## config.mk

```make
export PLATFORM = sky130hd
export DESIGN_NAME = can_flit_reassembler
export DESIGN_NICKNAME = d
export VERILOG_FILES = /design/src/rtl/can_noc_pkg.sv /design/src/rtl/can_seg_check.sv /design/src/rtl/can_flit_reassembler.sv
export SDC_FILE = /design/constraint.sdc
export NUM_CORES = 1
export LEC_CHECK = 0
export CORE_MARGIN = 8
export CORE_UTILIZATION = 48
export DETAILED_ROUTE_END_ITERATION = 8
export GPL_TIMING_DRIVEN = 0
export HOLD_SLACK_MARGIN = 0.1
export PLACE_DENSITY_LB_ADDON = 0.1
export SETUP_SLACK_MARGIN = 0.3
export SLEW_MARGIN = 20
export SYNTH_ARGS = -nofsm -noshare
export SYNTH_HDL_FRONTEND = slang
export SYNTH_SLANG_ARGS = --single-unit
```

## constraint.sdc

```tcl
create_clock -name clk -period 6.8 [get_ports clk]
set_clock_uncertainty 0.15 [all_clocks]
set_input_delay 1.02 -clock clk [delete_from_list [all_inputs] [get_ports clk]]
set_output_delay 1.02 -clock clk [all_outputs]
set_load 0.01 [all_outputs]
```

## src/rtl/can_noc_pkg.sv

```systemverilog
// Framing constants and types shared by the flit-to-CAN segmenter and the CAN-to-flit reassembler.
// Each CAN frame carries one 64-bit flit segment; the CAN identifier holds {tag, segment index}.
package can_noc_pkg;
  localparam int CAN_ID_W      = 11;
  localparam int TAG_MSB       = 10;
  localparam int TAG_LSB       = 3;
  localparam int SEG_IDX_W     = 3;
  localparam int CAN_PAYLOAD_W = 64;
  localparam int TAG_W         = TAG_MSB - TAG_LSB + 1;

  typedef enum logic [1:0] {IDLE, ASSEMBLE, OUT} state_t;

  typedef struct packed {
    logic [CAN_ID_W-1:0]      id;
    logic [3:0]               dlc;
    logic [CAN_PAYLOAD_W-1:0] data;
  } can_frame_t;

  function automatic int num_seg(input int total_width);
    return (total_width + CAN_PAYLOAD_W - 1) / CAN_PAYLOAD_W;
  endfunction

  // Bytes actually needed in the final frame.
  function automatic int last_dlc(input int total_width);
    return (total_width - CAN_PAYLOAD_W * (num_seg(total_width) - 1) + 7) / 8;
  endfunction
endpackage

```

## src/rtl/can_seg_check.sv

```systemverilog
// Checks one RX frame against the segment expected next: index, tag, DLC and last-segment flag.
// Purely combinational, zero latency; no flow control of its own.
module can_seg_check
  import can_noc_pkg::*;
#(
  parameter int NUM_SEG  = 3,
  parameter int LAST_DLC = 1
) (
  input  logic [CAN_ID_W-1:0]  rx_id,
  input  logic [3:0]           rx_dlc,
  input  logic [SEG_IDX_W-1:0] seg_cnt,
  input  logic [TAG_W-1:0]     tag,
  output logic                 idx_ok,
  output logic                 tag_ok,
  output logic                 dlc_ok,
  output logic                 is_last
);
  logic [SEG_IDX_W-1:0] idx;

  assign idx     = rx_id[SEG_IDX_W-1:0];
  assign idx_ok  = (idx == seg_cnt);
  assign tag_ok  = (rx_id[TAG_MSB:TAG_LSB] == tag);
  assign is_last = (idx == SEG_IDX_W'(NUM_SEG - 1));
  // Required DLC follows the frame's own index, so a restarting index-0 frame is judged correctly.
  assign dlc_ok  = is_last ? (rx_dlc == 4'(LAST_DLC)) : (rx_dlc == 4'd8);
endmodule

```

## src/rtl/can_flit_reassembler.sv

```systemverilog
// Rebuilds a NoC flit from consecutive CAN RX frames; malformed partial flits are dropped and counted.
// o_valid rises the cycle after the last segment is accepted; rx_ready is low while the flit waits for i_ready.
// CAN_REASM_TIMEOUT_EN adds a partial-flit idle timeout of TIMEOUT_CYCLES.
module can_flit_reassembler
  import can_noc_pkg::*;
#(
  parameter int DATA_WIDTH     = 129,
  parameter int X_SIZE         = 1,
  parameter int Y_SIZE         = 1,
  parameter int TOTAL_WIDTH    = X_SIZE + Y_SIZE + DATA_WIDTH,
  parameter int TIMEOUT_CYCLES = 4096
) (
  input  logic                     clk,
  input  logic                     rst,
  input  logic                     rx_valid,
  input  logic [CAN_ID_W-1:0]      rx_id,
  input  logic [3:0]               rx_dlc,
  input  logic [CAN_PAYLOAD_W-1:0] rx_data,
  output logic                     rx_ready,
  output logic                     o_valid,
  output logic [TOTAL_WIDTH-1:0]   o_data,
  input  logic                     i_ready,
  output logic                     err,
  output logic [7:0]               drop_cnt
);
  localparam int NUM_SEG  = num_seg(TOTAL_WIDTH);
  localparam int LAST_DLC = last_dlc(TOTAL_WIDTH);

  if (NUM_SEG > (1 << SEG_IDX_W) || TIMEOUT_CYCLES < 2 || TIMEOUT_CYCLES > 65536) begin : g_bad_cfg
    $error("can_flit_reassembler: flit needs more than 8 segments or TIMEOUT_CYCLES out of range");
  end

  state_t                 state_q, state_nxt;
  can_frame_t             rx_frm;
  logic [SEG_IDX_W-1:0]   seg_cnt_q, seg_cnt_nxt, rx_idx;
  logic [TAG_W-1:0]       tag_q;
  logic [TOTAL_WIDTH-1:0] flit_q, seg_mask, seg_rep;
  logic                   accept, start_ok, wr_seg, wr_tag, drop, idle_to;
  logic                   idx_ok, tag_ok, dlc_ok, is_last;

  assign rx_frm   = '{id: rx_id, dlc: rx_dlc, data: rx_data};
  assign rx_idx   = rx_frm.id[SEG_IDX_W-1:0];
  assign rx_ready = !rst && (state_q != OUT);
  assign accept   = rx_valid && rx_ready;
  assign start_ok = (rx_idx == '0) && dlc_ok;
  assign o_valid  = (state_q == OUT);
  assign o_data   = flit_q;

  can_seg_check #(
    .NUM_SEG  (NUM_SEG),
    .LAST_DLC (LAST_DLC)
  ) u_seg_check (
    .rx_id   (rx_frm.id),
    .rx_dlc  (rx_frm.dlc),
    .seg_cnt (seg_cnt_q),
    .tag     (tag_q),
    .idx_ok  (idx_ok),
    .tag_ok  (tag_ok),
    .dlc_ok  (dlc_ok),
    .is_last (is_last)
  );

`ifdef CAN_REASM_TIMEOUT_EN
  logic [15:0] idle_cnt_q;

  always_ff @(posedge clk) begin
    if (rst || state_q != ASSEMBLE || accept) idle_cnt_q <= '0;
    else                                      idle_cnt_q <= idle_cnt_q + 16'd1;
  end

  // A frame accepted in the expiry cycle takes priority over the timeout.
  assign idle_to = (state_q == ASSEMBLE) && !accept && (idle_cnt_q == 16'(TIMEOUT_CYCLES - 1));
`else
  assign idle_to = 1'b0;
`endif

  always_comb begin
    state_nxt   = state_q;
    seg_cnt_nxt = seg_cnt_q;
    wr_seg      = 1'b0;
    wr_tag      = 1'b0;
    drop        = 1'b0;
    unique case (state_q)
      IDLE: begin
        if (accept) begin
          if (start_ok) begin
            wr_seg      = 1'b1;
            wr_tag      = 1'b1;
            seg_cnt_nxt = SEG_IDX_W'(1);
            state_nxt   = (NUM_SEG == 1) ? OUT : ASSEMBLE;
          end else begin
            drop = 1'b1;
          end
        end
      end
      ASSEMBLE: begin
        if (accept) begin
          if (idx_ok && tag_ok && dlc_ok) begin
            wr_seg      = 1'b1;
            seg_cnt_nxt = seg_cnt_q + 1'b1;
            if (is_last) state_nxt = OUT;
          end else if (start_ok) begin
            // A fresh index-0 frame abandons the partial flit and starts a new one.
            drop        = 1'b1;
            wr_seg      = 1'b1;
            wr_tag      = 1'b1;
            seg_cnt_nxt = SEG_IDX_W'(1);
          end else begin
            drop        = 1'b1;
            seg_cnt_nxt = '0;
            state_nxt   = IDLE;
          end
        end else if (idle_to) begin
          drop        = 1'b1;
          seg_cnt_nxt = '0;
          state_nxt   = IDLE;
        end
      end
      OUT: begin
        if (i_ready) begin
          seg_cnt_nxt = '0;
          state_nxt   = IDLE;
        end
      end
      default: state_nxt = IDLE;
    endcase
  end

  // Payload replicated across every 64-bit slot; the mask selects the slot of this frame's index.
  always_comb begin
    seg_mask = '0;
    seg_rep  = '0;
    for (int b = 0; b < TOTAL_WIDTH; b++) begin
      seg_mask[b] = ((b / CAN_PAYLOAD_W) == int'(rx_idx));
      seg_rep[b]  = rx_frm.data[b % CAN_PAYLOAD_W];
    end
  end

  always_ff @(posedge clk) begin
    if (rst) begin
      state_q   <= IDLE;
      seg_cnt_q <= '0;
      tag_q     <= '0;
      flit_q    <= '0;
      err       <= 1'b0;
      drop_cnt  <= '0;
    end else begin
      state_q   <= state_nxt;
      seg_cnt_q <= seg_cnt_nxt;
      err       <= drop;
      if (wr_tag) tag_q <= rx_frm.id[TAG_MSB:TAG_LSB];
      if (wr_seg) flit_q <= (flit_q & ~seg_mask) | (seg_rep & seg_mask);
      if (drop && drop_cnt != 8'hFF) drop_cnt <= drop_cnt + 8'd1;
    end
  end
endmodule
```

---- Word level (Yosys, flattened, before mapping) ----
Index checks and enable logic that the tools add are counted.
storage, ports and cells
  flip-flop bits (word level) ............. 153
  output and inout port bits .............. 142
  word-level logic and storage cells ...... 71
cells by class
  add/subtract/negate cells ............... 2
  bitwise gates (word level) .............. 4
  multiplexer cells ....................... 29
  reduce and logical (&&, ||, !) cells .... 13
  eq/ne operators ......................... 17
operators by type and width
  cell                 number
  $and 131x131->131    2
  $not 131->131        1
  $or 131x131->131     1
  $mux 3               5
  $mux 2               7
  $mux 1               12
  $pmux 3 s3           1
  $add 8x1->8 const B  1
  $eq 8x8->1           1
  $ne 2x2->1 const B   4
  $ne 8x8->1 const B   1
  $logic_and 1x1->1    6
  $logic_not 3->1      2
  $pmux 1 s2           3
  $pmux 2 s3           1
  $reduce_and 6->1     1
  $reduce_and 5->1     1
  $eq 4x1->1 const B   1
  $eq 4x4->1 const B   1
  $add 3x1->3 const B  1
  $eq 2x3->1 const A   1
  $eq 3x2->1 const B   1
  $eq 3x3->1           1
  $eq 3x3->1 const A   1
  8 further kinds      8

---- Longest topological paths before layout ----
  depth in word-level cells ............... 7
  gate-level depth with buffers ........... 11

---- Cells and area by module ----
From an unflattened synthesis, not the netlist that was laid out.
unflattened totals
  cells, all modules ...................... 722
  area total of the unflattened synthesis .. 5906.9 µm²
by module, submodules not included
  module                area each (µm²)  cells each  instances  sequential area each (µm²)
  can_flit_reassembler  5741.8           703         1          3062.9
  can_seg_check         165.2            19          1          0.0

---- Worst setup path after synthesis ----
Ideal clock, no wire load.
  path type ............................... input to register
  from .................................... in rx_dlc[1]
  to ...................................... reg (tool-made name)
  arrival time ............................ 2.866 ns
  setup time .............................. 0.132 ns
  stages .................................. 7
  slack ................................... 3.651 ns
  cells stage by stage .................... or4b_2 -> mux2_2 -> or3_1 -> clkbuf_1 -> clkbuf_1 -> nand2_1 -> a21oi_1
RTL lines
  item         RTL line                    text
  from (decl)  can_flit_reassembler.sv:17  input logic [3:0] rx_dlc,

==> summary.md <==
| Metric | Value |
|---|---|
| CTS Buf Count | 17 |
| Area delta synth->final | 50.8% |
| Inserted Diodes | 0 |
| Setup Buffers After CTS | 0 |
| Vias | 6229 |
| Crit path DAT | 4.12 ns |
| Yosys Warn Count | 0 |
| Setup TNS Final | 0 ns |
| Slew Limit Fails | 0 |
| CTS tree | yes |
| Share of total power in the clock network | 0.481 |
| Cells after Synth | 735 |
| Clk_lat worst skew | 0.42 ns |
| Syn nets | 823 |
| Global placement routability congestion | 0.897 |
| Die width | 128 um |
| IO Pins | 225 |
| WL/cell | 17.3 um |
| Psw | 405 uW |
| Switch share | 0.209 |
| # rows | 40 |
| RSZ-0062 raised after global routing | no |
| Drt pass-1 iters | 8 |
| Post-CTS Hold Buffers | 0 |
| Setup crit end kind | flip-flop |
| CTS root buffer | clkbuf_16 |
| Dpl hpwl | 14.7 mm |
| HP Class | reg2reg |
| Clock slew at reported path FFs | 0.06 ns |
| Final setup vio count | 0 |
| Number of global-route vias before repair | 6094 |
| Total grt overflow | 0 |
| Starting Density | 0.494 |
| Global-route wire length before repair | 31.0 mm |
| Initial antenna violation count | 0 |
| All-Layer GR Usage | 0.239 |
| Sequential share of the synthesized area | 0.512 |
| Fin nets | 1066 |
| Mapped cell area | 5980 sq um |
| Number of buffers added on ports | 224 |
| CP required | 6.99 ns |
| DRT Wirelength | 20.0 mm |
| Final Hold Vio Count | 0 |
| Pin count of the biggest net entering global routing | 17 |
| H-tree levels | 4 |
| Crit start category | input port |
| Period utilization | 0.578 |
| CTS Sinks | 153 |
| Leakage | 2.98 nW |
| Drc violations | 0 |
| Critical path type | in2reg |
| Core footprint | 12100 sq um |
| Worst IR Drop VDD | 137 uV |
| Fin cells | 1159 |
| Mean Syn Cell Area | 8.14 sq um |
| Slew @ Worst Pin | 0.937 ns |
| Fraction of layout cells with a size suffix above 1 | 0.0464 |
| 1st-iter DRT viols | 445 |
| Cell variety after synth | 43 |
| Internal power | 1.53 mW |
| Multi-input gate area | 2640 sq um |
| Number of instances in the placed design | 1127 |
| Clock period minus worst slack | 3.93 ns |
| Register bit total from synthesis | 153 |
| Max Root-Sink Buffers | 2 |
| Antenna-violating nets left | 0 |
| Max Cap Viol | 0 |
| Relative slew slack | 0.372 |
| Worst-path maximum fanout | 10 |
| Max Freq | 0.254 GHz |
| Fillers | 1007 |
| Logic pwr share | 0.054 |
| Result of the run | complete, no violations |
| Sequential power share | 0.465 |
| Die ar. | 16300 sq um |
| Die Y | 128 um |
| Power per cell area | 214 nW/um^2 |
| Vias per cell | 5.37 |
| Power Total | 1.93 mW |
| Register Area | 3060 sq um |
| Post-CTS sizing | 0 |
[worst paths after layout]
| check | startpoint | to | slack [ns] | depth (start not counted) |
|---|---|---|---|---|
| worst max-delay path | rx_id[1] | flip-flop | 2.87 | 9 |
| worst min register to register | flip-flop | flip-flop | 0.30 | 2 |
| worst max register to register | state_q[0] | flip-flop | 3.60 | 8 |
| worst min-delay path | flip-flop | flip-flop | 0.30 | 2 |
[synthesized netlist by cell type, drive strengths merged]
library cell	count	area, sq um
dfxtp	153	3060
a21oi	142	711
nand2	139	522
o21ai	72	360
nand3	70	350
clkbuf	50	188
nor2	19	71.3
xor2	11	96.3
buf	10	75.1
mux2i	10	100
or3	6	37.5
ha	5	62.6
inv	5	18.8
and3	4	25.0
nand4	4	25.0
nor3	4	25.0
nor3b	3	27.5
or2	3	21.3
a211oi	2	15.0
nor4	2	12.5
o211ai	2	15.0
o21a	2	15.0
o22ai	2	18.8
o41ai	2	17.5
or4b	2	20.0
a21boi	1	7.51
a21o	1	7.51
a22oi	1	7.51
mux2	1	11.3
nand2b	1	6.26
nor2b	1	6.26
o211a	1	10.0
o31a	1	8.76
o31ai	1	7.51
or4	1	7.51
xnor2	1	8.76
[power groups by stage]
stage                     registers, mW  clock network, mW  logic, mW
after floorplan                   0.920                  0     0.0290
after global placement            0.919                  0      0.104
after detailed placement          0.919                  0      0.104
after CTS                         0.900              0.935      0.105
after global routing              0.900              0.972      0.112
final                             0.900              0.930      0.105
[layout by cell type (no fill, tap or decap), types with 2 or more instances in the layout]
| cell | instances |
|---|---|
| nor2_1 | 19 |
| o21ai_0 | 72 |
| o21a_1 | 2 |
| nand4_1 | 4 |
| clkbuf_16 | 17 |
| ha_1 | 5 |
| o41ai_1 | 2 |
| nand2_1 | 139 |
| nor4_1 | 2 |
| clkbuf_8 | 4 |
| a211oi_1 | 2 |
| nand3_1 | 70 |
| xor2_1 | 11 |
| mux2i_1 | 10 |
| clkdlybuf4s50_1 | 224 |
| or3_1 | 6 |
| nor3_1 | 3 |
| buf_2 | 6 |
| o211ai_1 | 2 |
| nor3b_1 | 2 |
| dfxtp_1 | 153 |
| clkbuf_1 | 53 |
| bufinv_16 | 2 |
| a21oi_1 | 142 |
| buf_6 | 4 |
| and3_1 | 4 |
| clkinv_2 | 5 |
| inv_1 | 5 |
[worst max-delay path, stage by stage]
cell and delay [ns]:
clkdlybuf4s50_1 0.54, nor3b_2 0.51, mux2_2 0.32, nor2_1 0.08
a21oi_1 0.48, clkbuf_1 0.44, clkbuf_1 0.37, o21ai_0 0.19
a21oi_1 0.16
[cell families after synthesis]
kind of cell               share of synthesized area
xor gates and xnor gates                      0.0176
buffers and inverters                         0.0471
AOI/OAI and AO/OA                              0.201
DFF                                            0.512
and+or+nand+nor                                0.193
adders and majority gates                     0.0105
muxes                                         0.0186
[area by class of cell]
type | instances | share of cell area
Tap cell | 168 | 0.0233
Clock inverter | 8 | 0.0103
Sequential cell | 153 | 0.340
Buffer | 60 | 0.0291
Inverter | 5 | 0.00208
Clock buffer | 24 | 0.0545
Timing Repair Buffer | 224 | 0.249
Multi-Input combinational cell | 517 | 0.292
[per-stage QoR]
| step | instance area, sq um | utilization | hold slack, ns | setup WS, ns |
|---|---|---|---|---|
| floorplan | 5980 | - | 0.310 | 3.65 |
| detailed placement | 8430 | 0.696 | 0.296 | 2.55 |
| global placement | 8430 | 0.696 | 0.291 | 2.59 |
| CTS | 9020 | 0.745 | 0.303 | 2.95 |
| global route | 9020 | 0.745 | 0.315 | 2.68 |
| finish | 9020 | 0.745 | 0.301 | 2.87 |
[routing by layer]
metal	GRT usage	wire [um]
met5	0	0
met2	0.397	9470
met3	0.0782	1830
met1	0.278	8190
met4	0.0972	504
No activity file was read; power rests on OpenSTA's default activity.
